--- src/rtl/apb_pair.sv ---
// APB-style link: single-word transfer master driving a 16 x 32 register-file slave.
// The master walks IDLE/SETUP/ACCESS. The slave completes one access per ACCESS edge.
module apb_pair (
  input  logic        PCLK,
  input  logic        PRESET,
  input  logic        PSEL,
  input  logic        transfer,
  input  logic        PWRITE,
  input  logic [31:0] PADDR,
  input  logic [31:0] PDATA,
  output logic        PENABLE,
  output logic [31:0] PRWADDR,
  output logic [31:0] PRWDATA,
  output logic        PREADY,
  output logic [31:0] PRDATA1
);

  typedef enum logic [1:0] {IDLE, SETUP, ACCESS} state_e;

  state_e      state_q, state_d;
  logic [31:0] addr_q, addr_d;
  logic [31:0] wdata_q, wdata_d;
  logic [31:0] rdata_q, rdata_d;
  logic [31:0] mem_q [16];
  logic [31:0] mem_d [16];

  logic start, complete, load;
  logic [3:0] idx;

  assign start    = PSEL & transfer;
  assign PENABLE  = (state_q == ACCESS);
  // Zero-wait-state slave: ready whenever the access phase is selected.
  assign PREADY   = PSEL & PENABLE;
  assign complete = PSEL & PENABLE & PREADY;
  assign idx      = addr_q[3:0];

  assign PRWADDR = addr_q;
  assign PRWDATA = wdata_q;
  assign PRDATA1 = rdata_q;

  always_comb begin
    state_d = state_q;
    load    = 1'b0;
    case (state_q)
      IDLE: begin
        if (start) begin
          state_d = SETUP;
          load    = 1'b1;
        end
      end
      SETUP: state_d = PSEL ? ACCESS : IDLE;
      ACCESS: begin
        // A dropped PSEL leaves PREADY low: abandon without completing.
        if (complete && start) begin
          state_d = SETUP;
          load    = 1'b1;
        end else begin
          state_d = IDLE;
        end
      end
      default: state_d = IDLE;
    endcase
  end

  always_comb begin
    addr_d  = load ? PADDR : addr_q;
    wdata_d = load ? PDATA : wdata_q;
    rdata_d = rdata_q;
    mem_d   = mem_q;
    if (complete) begin
      if (PWRITE) begin
        mem_d[idx] = wdata_q;
        rdata_d    = wdata_q;
      end else begin
        rdata_d    = mem_q[idx];
      end
    end
  end

  always_ff @(posedge PCLK or negedge PRESET) begin
    if (!PRESET) begin
      state_q <= IDLE;
      addr_q  <= '0;
      wdata_q <= '0;
      rdata_q <= '0;
      for (int i = 0; i < 16; i++) mem_q[i] <= '0;
    end else begin
      state_q <= state_d;
      addr_q  <= addr_d;
      wdata_q <= wdata_d;
      rdata_q <= rdata_d;
      mem_q   <= mem_d;
    end
  end

endmodule

--- config.mk ---
export PLATFORM = sky130hd
export DESIGN_NAME = apb_pair
export DESIGN_NICKNAME = d
export VERILOG_FILES = /design/src/rtl/apb_pair.sv
export SDC_FILE = /design/constraint.sdc
export NUM_CORES = 1
export LEC_CHECK = 0
export ABC_AREA = 1
export CAP_MARGIN = 10
export CORE_ASPECT_RATIO = 1.1
export CORE_MARGIN = 2
export CORE_UTILIZATION = 29
export DETAILED_ROUTE_END_ITERATION = 10
export PLACE_DENSITY = 0.47
export SYNTH_ARGS = -nofsm -noshare
export SYNTH_HDL_FRONTEND = slang
export SYNTH_SLANG_ARGS = --single-unit
--- constraint.sdc ---
create_clock -name PCLK -period 3.6 [get_ports PCLK]
set_input_delay 0.72 -clock PCLK [delete_from_list [all_inputs] [get_ports PCLK]]
set_output_delay 0.72 -clock PCLK [all_outputs]
set_load 0.02 [all_outputs]
# After elaboration in Yosys (flattened, before gate mapping)
# Index checks and enable logic that the tools add are counted.
[totals]
register_bits = 610
latchBits = 0
mem_bits_rw = 0
mem_bits_ro = 0
in_bits = 69
out_inout_bits = 98
elab_cells = 46
n_memories = 0
[op_classes]
add_sub_neg = 0
multipliers = 0
div_mod_pow = 0
n_lt_le_gt_ge = 2
n_eq_ne = 3
n_shift = 0
muxes = 14
bitwise_logic = 3
reduce_logical = 4
[op_table]
columns = ["operator", "count"]
rows = [
  ["$bwmux W512", 1],
  ["$bmux W32 S4", 1],
  ["$demux W32 S4", 1],
  ["$mux W32", 4],
  ["$pmux W2 S3", 1],
  ["$ge A5 B5 Y1 const B", 1],
  ["$lt A5 B1 Y1 const B", 1],
  ["$not A4 Y5", 1],
  ["$mux W2", 2],
  ["$mux W1", 3],
  ["$and A1 B1 Y1", 2],
  ["$eq A2 B1 Y1 const B", 1],
  ["$eq A2 B2 Y1 const B", 1],
  ["$logic_and A1 B1 Y1", 2],
  ["$logic_not A2 Y1", 1],
  ["$ne A2 B2 Y1 const B", 1],
  ["$pmux W1 S2", 1],
  ["$reduce_and A2 Y1", 1],
]

# Depth between registers and ports, before layout
# Gate-level depths: netlist of run 1.
[logic_depth]
depth_word = 6
mapped_depth = 11
ltp_nobuf = 9

# Least setup slack after synthesis of run 1
# OpenSTA, ideal clock, no wires.
[synth_timing]
path_kind = "input to output"
from = "in PSEL"
to = "out PREADY"
arrival_time_ps = 1366
required_time_ps = 2880
slack_ps = 1514
path_stages = 3
n_path_buf = 1
cell_sequence = "inv_2 -> nor3_4 -> clkbuf_1"
[synth_via]
elab_chain_cells = 1
[synth_lines]
columns = ["item", "line_no", "rtl"]
rows = [
  ["start, declared", "6", "input logic PSEL,"],
  ["$and A1 B1 Y1", "33", "assign PREADY = PSEL & PENABLE;"],
  ["end, declared", "14", "output logic PREADY,"],
]
# Every way passes these cells.

# Worst setup path in the final report of run 1
# Same ends and word-level chain as after synthesis.

==> reports/results.tsv, run 1 <==
metric	value	unit
cts_tree	yes	
synth_top_family_by_area	simple AND/OR/NAND/NOR gates	
layout_common_cells	nand2_1, dfrtp_1, o21ai_0, o21ai_1, clkdlybuf4s50_1	
dieArea	0.0975	mm²
track_usage	0.184	
ios	167	
postCtsHoldBufs	0	
yosysUniqueCellTypes	26	
synth_area	0.0276	mm²
drt_iter0_markers	1656	
hpwl	51900	µm
routed_wl	89200	µm
worstRegToRegCells	7	
ant_nets	0	
synth_adder_area_share	0	
ys_ff_latch	610	
syn_nets	3584	
cts_sinks	610	
preCtsSetupSlack	0.543	ns
crit_required	2.88	ns
avgSynthCellArea	7.84	µm²
globalplace.congestion	0.734	
synth-warning-count	0	
yosys.area_share.simple	0.282	
irDropWorstVdd	0.298	mV
grt_pass1_vias	22300	
r2r_end	PRDATA1[17]$_DFFE_PN0P_	
hold_class	in -> async	
arrival	2.31	ns
layout_commonest_cell	nand2_1	
htreeDepth	3	
grt_pass1_wl	140000	µm
numCtsBuffers	71	
netlist_instances	3515	
p_leak	0.0160	µW
worstSetupEndpointType	output port	
post_cts_buffers	0	
vias_per_cell	4.65	
drv_slew	0	
status	complete, no violations	
worst_pin_slew	1.04	ns
fin_worst_skew	0.0201	ns
core-area	0.0942	mm²
cts_resized	0	
routedWlPerCell	18.2	µm
cts_buffer_depth	3	
antenna_found_initial	1	
power.density	535	mW/mm²
dr_total_vias	22800	
final-hold-violation-count	0	
critPathMaxFanout	4	
slew_headroom	0.307	
crit_path_start_kind	input pin	
synth_mux_area_frac	0	
clk_pin_slew	0.06	ns
drt-pass1-iter-count	5	
nets	3652	
worstSetupPathType	in -> out	
syn2layout_area_growth	19.1	%
synth_xor_xnor_area_share	0	
route.detailed.drc	0	
ys_seq_area_frac	0.554	
cts-root-buf	clkbuf_16	
io_buffers	166	
drive_above_1_share	0.0666	
cap_violations	0	
grt_max_degree	121	
max_freq	0.330	GHz
final.setup.tns	0	ns
reg2reg_from	PRWADDR[1]$_DFFE_PN0P_	
insertion_delay	0.62	ns
rows	118	
grt_setup_unrepaired	no	
num_antenna_cells	0	
die_y	327	µm
min_period	3.03	ns
die_w	298	µm
grt-ovfl-total	0	
finalSetupViolCount	0	
r2r_slack	1.06	ns
initial_utilization	0.293	
timing.final.ws_setup	0.573	ns
fin_crit_sh	0.841	
synth-compound-area-share	0.120	
## power breakdown
part / switching (µW) / internal (µW)
Clock: 2940 / 4080
Sequential: 349 / 7350
Combinational: 1990 / 849
## metrics by stage
step	cells	util	power, µW	hold WS [ns]	instance area, µm²
finish	4895	0.348	17500	0.160	32800
global route	4895	0.348	18400	0.214	32800
CTS	4895	0.348	17800	0.175	32800
detailed placement	4770	0.325	10700	0.431	30600
global placement	4770	0.325	10700	0.432	30600
floorplan	3515	-	9220	0.409	27600
## synth_stat cells
master,count,area share
buf_6,4,0.0016
o21bai_1,32,0.0087
nor3_4,1,0.00059
nor2_4,3,0.0012
clkbuf_1,182,0.025
buf_2,50,0.0091
nor2_2,3,0.00068
buf_12,1,0.00073
buf_1,11,0.0015
o21ai_2,30,0.0095
nand3_4,9,0.0057
nand3_1,83,0.015
o21ai_0,373,0.068
nor3_1,1,0.00018
nand2_2,1,0.00023
nor2_1,1,0.00014
buf_4,2,0.00054
nand3_2,1,0.00036
clkinv_1,1,0.00014
inv_1,38,0.0052
nand4_2,2,0.00091
dfrtp_1,610,0.55
o21ai_1,185,0.034
inv_2,7,0.00095
nand2_1,1883,0.26
nand4_4,1,0.00077
## per-layer routing
layer | vias up | track usage | wire, µm | share of wire
li1 | 11300 | - | - | -
met1 | 10900 | 0.248 | 41400 | 0.46
met2 | 464 | 0.300 | 41000 | 0.46
met3 | 121 | 0.0334 | 4390 | 0.049
met4 | 0 | 0.0599 | 2490 | 0.028
met5 | - | 0 | 0 | 0
## registers in the layout (all words and copies together), names as in the netlist
| name | count |
|---|---|
| PRWADDR | 32 |
| mem_q | 512 |
| PRWDATA | 32 |
| PRDATA1 | 32 |
| state_q | 2 |
## kinds of logic after synthesis
group,count (synthesis)
simple gates,1989
compound gates,620
flops,610
buf+inv,296
## final cells by class
class | instances | area (µm²)
clock buffers | 115 | 2150
clock inverters | 10 | 72.6
fillers | 10100 | 61400
inverters | 46 | 185
multi-input cells | 2609 | 11100
flip-flops and latches | 610 | 15300
well taps | 1260 | 1580
repair buffers | 245 | 2450
## critical path: stages
cell and delay [ns]:
clkdlybuf4s50_1 0.50, inv_2 0.06, nor3_4 0.14, buf_4 0.19, clkdlybuf4s50_1 0.69
## worst max-delay path by stage
stage / end / start / slack [ns] / cells past startpoint
2_1_floorplan: PREADY / PSEL / 1.51 / 3
3_3_place_gp: PREADY / PSEL / 0.56 / 5
3_5_place_dp: PREADY / PSEL / 0.54 / 5
4_1_cts: PREADY / PSEL / 0.54 / 5
5_1_grt: PREADY / PSEL / 0.54 / 5
6_report: PREADY / PSEL / 0.57 / 5
Note: power is estimated with default switching activity, not from simulation.
==> run 2: changes to the inputs <==
==> constraint.sdc (replaced) <==
create_clock -name PCLK -period 2.8 [get_ports PCLK]
set_input_delay 0.56 -clock PCLK [delete_from_list [all_inputs] [get_ports PCLK]]
set_output_delay 0.56 -clock PCLK [all_outputs]
set_load 0.02 [all_outputs]
==> reports/results.tsv, run 2 (same netlist as run 1, synthesis figures left out) <==
metric	value	unit
status	complete, no violations	
grt_pass1_wl	140000	µm
intPower	16500	µW
dp_cells	4790	
nets	3673	
cts_buffer_depth	3	
irDropWorstVdd	0.383	mV
core-area	0.0942	mm²
fin_worst_skew	0.0276	ns
fillers	10100	
p_sw_frac	0.296	
p_leak	0.0163	µW
ios	167	
cts-root-buf	clkbuf_16	
insertion_delay	0.63	ns
grt_max_degree	91	
io_buffers	166	
worst_pin_slew	0.802	ns
switchingPower	6940	µW
power.density	699	mW/mm²
cts_sinks	610	
multiInputGateArea	0.0111	mm²
grt-ovfl-total	0	
post_cts_buffers	0	
rows	118	
total_power	23400	µW
clkPwrFrac	0.417	
combinationalPowerShare	0.161	
critPathMaxFanout	15	
ant_nets	0	
cpMaxStageDelayCell	clkdlybuf4s50_1	
clk_pin_slew	0.06	ns
drt_iter0_markers	1678	
finalSetupViolCount	0	
track_usage	0.184	
seq_area	0.0153	mm²
route.detailed.drc	0	
r2r_slack	0.51	ns
antenna_found_initial	0	
slowest_delay	0.61	ns
drt-pass1-iter-count	5	
final-hold-violation-count	0	
power.share.sequential	0.422	
reg2reg_from	PRWADDR[2]$_DFFE_PN0P_	
worstRegToRegCells	8	
grt_pass1_vias	22300	
hold_class	in -> async	
numCtsBuffers	71	
fin_cells	4918	
r2r_end	mem_q[261]$_DFFE_PN0P_	
routed_wl	88700	µm
hold-worst-slack	0.413	ns
cts_tree	yes	
slew_headroom	0.465	
worstSetupEndpointType	output port	
largest_register_ffs	512	
layout_common_cells	nand2_1, dfrtp_1, o21ai_0, o21ai_1, clkdlybuf4s50_1	
dieArea	0.0975	mm²
routedWlPerCell	18.0	µm
layout_commonest_cell	nand2_1	
max_freq	0.368	GHz
final_util	0.356	
fin_crit_sh	0.971	
hpwl	54200	µm
num_antenna_cells	0	
crit_chain	clkdlybuf4s50_1 > inv_2 > nor3_4 > buf_12 > clkdlybuf4s50_1	
grt_setup_unrepaired	no	
syn2layout_area_growth	21.6	%
top_register	mem_q	
initial_utilization	0.293	
worstSetupPathType	in -> out	
worst_path_most_repeated_cell	clkdlybuf4s50_1	
dr_total_vias	22800	
cap_violations	0	
globalplace.congestion	0.745	
htreeDepth	3	
drive_above_1_share	0.0755	
die_y	327	µm
final.setup.tns	0	ns
die_w	298	µm
crit_required	2.24	ns
min_period	2.72	ns
vias_per_cell	4.64	
arrival	2.16	ns
drv_slew	0	
crit_path_start_kind	input pin	
## run 2: cell count changes in the layout (fill, tap and decap cells not counted), sizes merged
cell,before,now
clkbuf,115,109
bufinv,0,6
dlygate4sd3,0,1
buf,80,100
inv,48,49
clkinvlp,0,1
## run 2: metrics by stage
step                      area, µm²  setup WS (ns)
after floorplan               27600          0.986
after global placement        31100         0.0481
after detailed placement      31100         0.0714
after CTS                     33500        0.00556
after global routing          33500        0.00524
final                         33500         0.0824
## run 2: layer usage
| metal | track usage | share of wire |
|---|---|---|
| met1 | 0.258 | 0.48 |
| met2 | 0.298 | 0.46 |
| met3 | 0.0314 | 0.046 |
| met4 | 0.0375 | 0.013 |
| met5 | 0 | 0 |
## run 2: power by group through the flow
stage / registers [µW] / logic, µW / clock network, µW
after floorplan: 10200 / 1660 / 0
after global placement: 10000 / 3820 / 0
after detailed placement: 10000 / 3840 / 0
after CTS: 9880 / 3850 / 10000
after global routing: 9960 / 4170 / 10400
final: 9880 / 3770 / 9780
## run 2: timing repair
action / 4_1_cts / 5_1_grt
endpoints found under the setup margin: 0 / 1
hold buffers: 1 / 0
gates resized for setup: 0 / 1
hold endpoints to repair: 20 / 0
## run 2: area by class of cell
cell class	instances	area share
Tap cell	1260	0.0470
Clock inverter	18	0.00892
Inverter	46	0.00552
Multi-Input combinational cell	2609	0.332
Timing Repair Buffer	266	0.0870
Clock buffer	109	0.0642
Sequential cell	610	0.456
## run 2: worst max path at each step
stage	cells past startpoint	slack (ns)	startpoint	endpoint
floorplan	9	0.99	PSEL	mem_q[438]$_DFFE_PN0P_
global placement	5	0.05	PSEL	PREADY
detailed placement	5	0.07	PSEL	PREADY
CTS	2	0.006	PRWADDR[0]$_DFFE_PN0P_	PRWADDR[0]
global route	2	0.005	PRWADDR[0]$_DFFE_PN0P_	PRWADDR[0]
finish	5	0.08	PSEL	PREADY
## run 2: worst max-delay path, delay by kind of cell
family / cells / cell delay (ns)
buf+inv: 4 / 1.38
simple gates: 1 / 0.20
==> run 3: changes to the inputs <==
--- a/config.mk
+++ b/config.mk
@@ -6,12 +6,12 @@
 export NUM_CORES = 1
 export LEC_CHECK = 0
 export ABC_AREA = 1
-export CAP_MARGIN = 10
+export CAP_MARGIN = 0
 export CORE_ASPECT_RATIO = 1.1
 export CORE_MARGIN = 2
-export CORE_UTILIZATION = 29
+export CORE_UTILIZATION = 32
 export DETAILED_ROUTE_END_ITERATION = 10
-export PLACE_DENSITY = 0.47
+export PLACE_DENSITY = 0.5
 export SYNTH_ARGS = -nofsm -noshare
 export SYNTH_HDL_FRONTEND = slang
 export SYNTH_SLANG_ARGS = --single-unit
==> reports/results.tsv, run 3 (same netlist as run 1, synthesis figures left out) <==
metric	value	unit
drv_slew	0	
drt-pass1-iter-count	5	
worstSetupEndpointType	output port	
layout_commonest_cell	nand2_1	
finalSetupViolCount	0	
grt_pass1_wl	135000	µm
status	complete, no violations	
clkPwrFrac	0.415	
fin_crit_sh	0.914	
min_period	2.56	ns
post_cts_buffers	0	
crit_chain	clkdlybuf4s50_1	
startpoint	PRWADDR[1]$_DFFE_PN0P_	
grt_max_degree	99	
die_w	284	µm
met2_usage	0.313	
nets	3663	
routed_wl	84500	µm
placement.cell_area	0.0308	mm²
die_y	312	µm
cp_top_family	flip-flops	
slowest_delay	0.70	ns
final-hold-violation-count	0	
hold_start	state_q[1]$_DFFE_PN0P_	
switchingPower	6780	µW
io_buffers	166	
dr_total_vias	22800	
numCtsBuffers	71	
ios	167	
p_leak	0.0162	µW
layout_common_cells	nand2_1, dfrtp_1, o21ai_0, o21ai_1, clkdlybuf4s50_1	
initial_utilization	0.324	
drive_above_1_share	0.0734	
syn2layout_area_growth	20.4	%
grt_setup_unrepaired	no	
intPower	16500	µW
globalplace.congestion	0.768	
grt-ovfl-total	0	
core-area	0.0851	mm²
reg2reg_from	PRWADDR[1]$_DFFE_PN0P_	
total_power	23200	µW
cpMaxStageDelayCell	dfrtp_4	
cp_num_buf_inv	1	
dieArea	0.0885	mm²
vias_per_cell	4.75	
irDropWorstVdd	0.405	mV
power.density	700	mW/mm²
track_usage	0.194	
htreeDepth	3	
critPathMaxFanout	18	
combinationalPowerShare	0.159	
crit_required	2.24	ns
arrival	2.00	ns
cts_tree	yes	
p_sw_frac	0.292	
cts_buffer_depth	3	
fillers	8904	
insertion_delay	0.61	ns
grt-busiest-layer	met2	
drt_iter0_markers	1688	
use_met3	0.0324	
largest_register_ffs	512	
use_met1	0.268	
preCtsSetupSlack	-0.0114	ns
power.share.sequential	0.426	
clk_pin_slew	0.06	ns
timing.final.ws_setup	0.241	ns
num_antenna_cells	0	
cts_sinks	610	
route.detailed.drc	0	
crit_path_start_kind	flop	
cts-root-buf	clkbuf_16	
worst_pin_slew	0.781	ns
worstSetupPathType	reg -> out	
hold_class	reg -> reg	
hpwl	51100	µm
finalInstanceArea	0.0332	mm²
rows	112	
top_register	mem_q	
antenna_found_initial	1	
grt_pass1_vias	22200	
routedWlPerCell	17.6	µm
fin_worst_skew	0.0269	ns
ant_nets	0	
cap_violations	0	
slew_headroom	0.479	
max_freq	0.391	GHz
-- run 3: changes by cell type in the layout (fill, tap and decap cells not counted), moves of 2 or more --
cell      previous run  this run
clkbuf_1            17        15
buf_4               60        56
buf_12              38        33
inv_16               2         0
clkbuf_8            19        21
inv_6                1         3
clkinv_2             6         8
-- run 3: worst paths after layout --
kind                                                 to  slack (ns)  cells past startpoint
worst max register to register  PRDATA1[31]$_DFFE_PN0P_        0.59                      9
worst min register to register   state_q[1]$_DFFE_PN0P_        0.44                      1
worst max-delay path                         PRWADDR[1]        0.24                      1
max in group asynchronous        mem_q[444]$_DFFE_PN0P_        1.37                      3
min in group asynchronous          mem_q[3]$_DFFE_PN0P_        0.54                      2
worst min-delay path             state_q[1]$_DFFE_PN0P_        0.44                      1
-- run 3: layout make-up --
class,count,area [µm²],share of cell area
Clock buffer,110,2200,0.0662
Inverter,46,185,0.00558
Clock inverter,18,240,0.00724
Sequential cell,610,15300,0.460
Timing Repair Buffer,256,2760,0.0830
Tap cell,1140,1430,0.0430
Multi-Input combinational cell,2609,11100,0.335
-- run 3: power by group through the flow --
stage,Clock [µW],Combinational (µW),Sequential [µW]
5_1_grt,10300,4070,9980
4_1_cts,9930,3760,9900
6_report,9660,3690,9900
3_3_place_gp,0,3740,10000
2_1_floorplan,0,1660,10200
3_5_place_dp,0,3750,10000
-- run 3: timing repair --
action	CTS	global route
endpoints found under the hold margin	36	0
hold buffers	1	0
setup endpoints to repair	1	0
resized for setup	1	0
-- run 3: metal layers --
layer  routed length, µm  part of all wire
met5                   0                 0
met4                1690             0.020
met3                4030             0.048
met2               38700              0.46
met1               40100              0.47
-- run 3: metrics by stage --
step / instances / hold slack [ns] / util / TNS [ns]
after floorplan: 3515 / 0.264 / - / 0
after global placement: 4660 / 0.423 / 0.362 / -0.0269
after detailed placement: 4660 / 0.434 / 0.362 / -0.0114
after CTS: 4789 / 0.442 / 0.390 / 0
after global routing: 4789 / 0.463 / 0.390 / 0
final: 4789 / 0.438 / 0.390 / 0
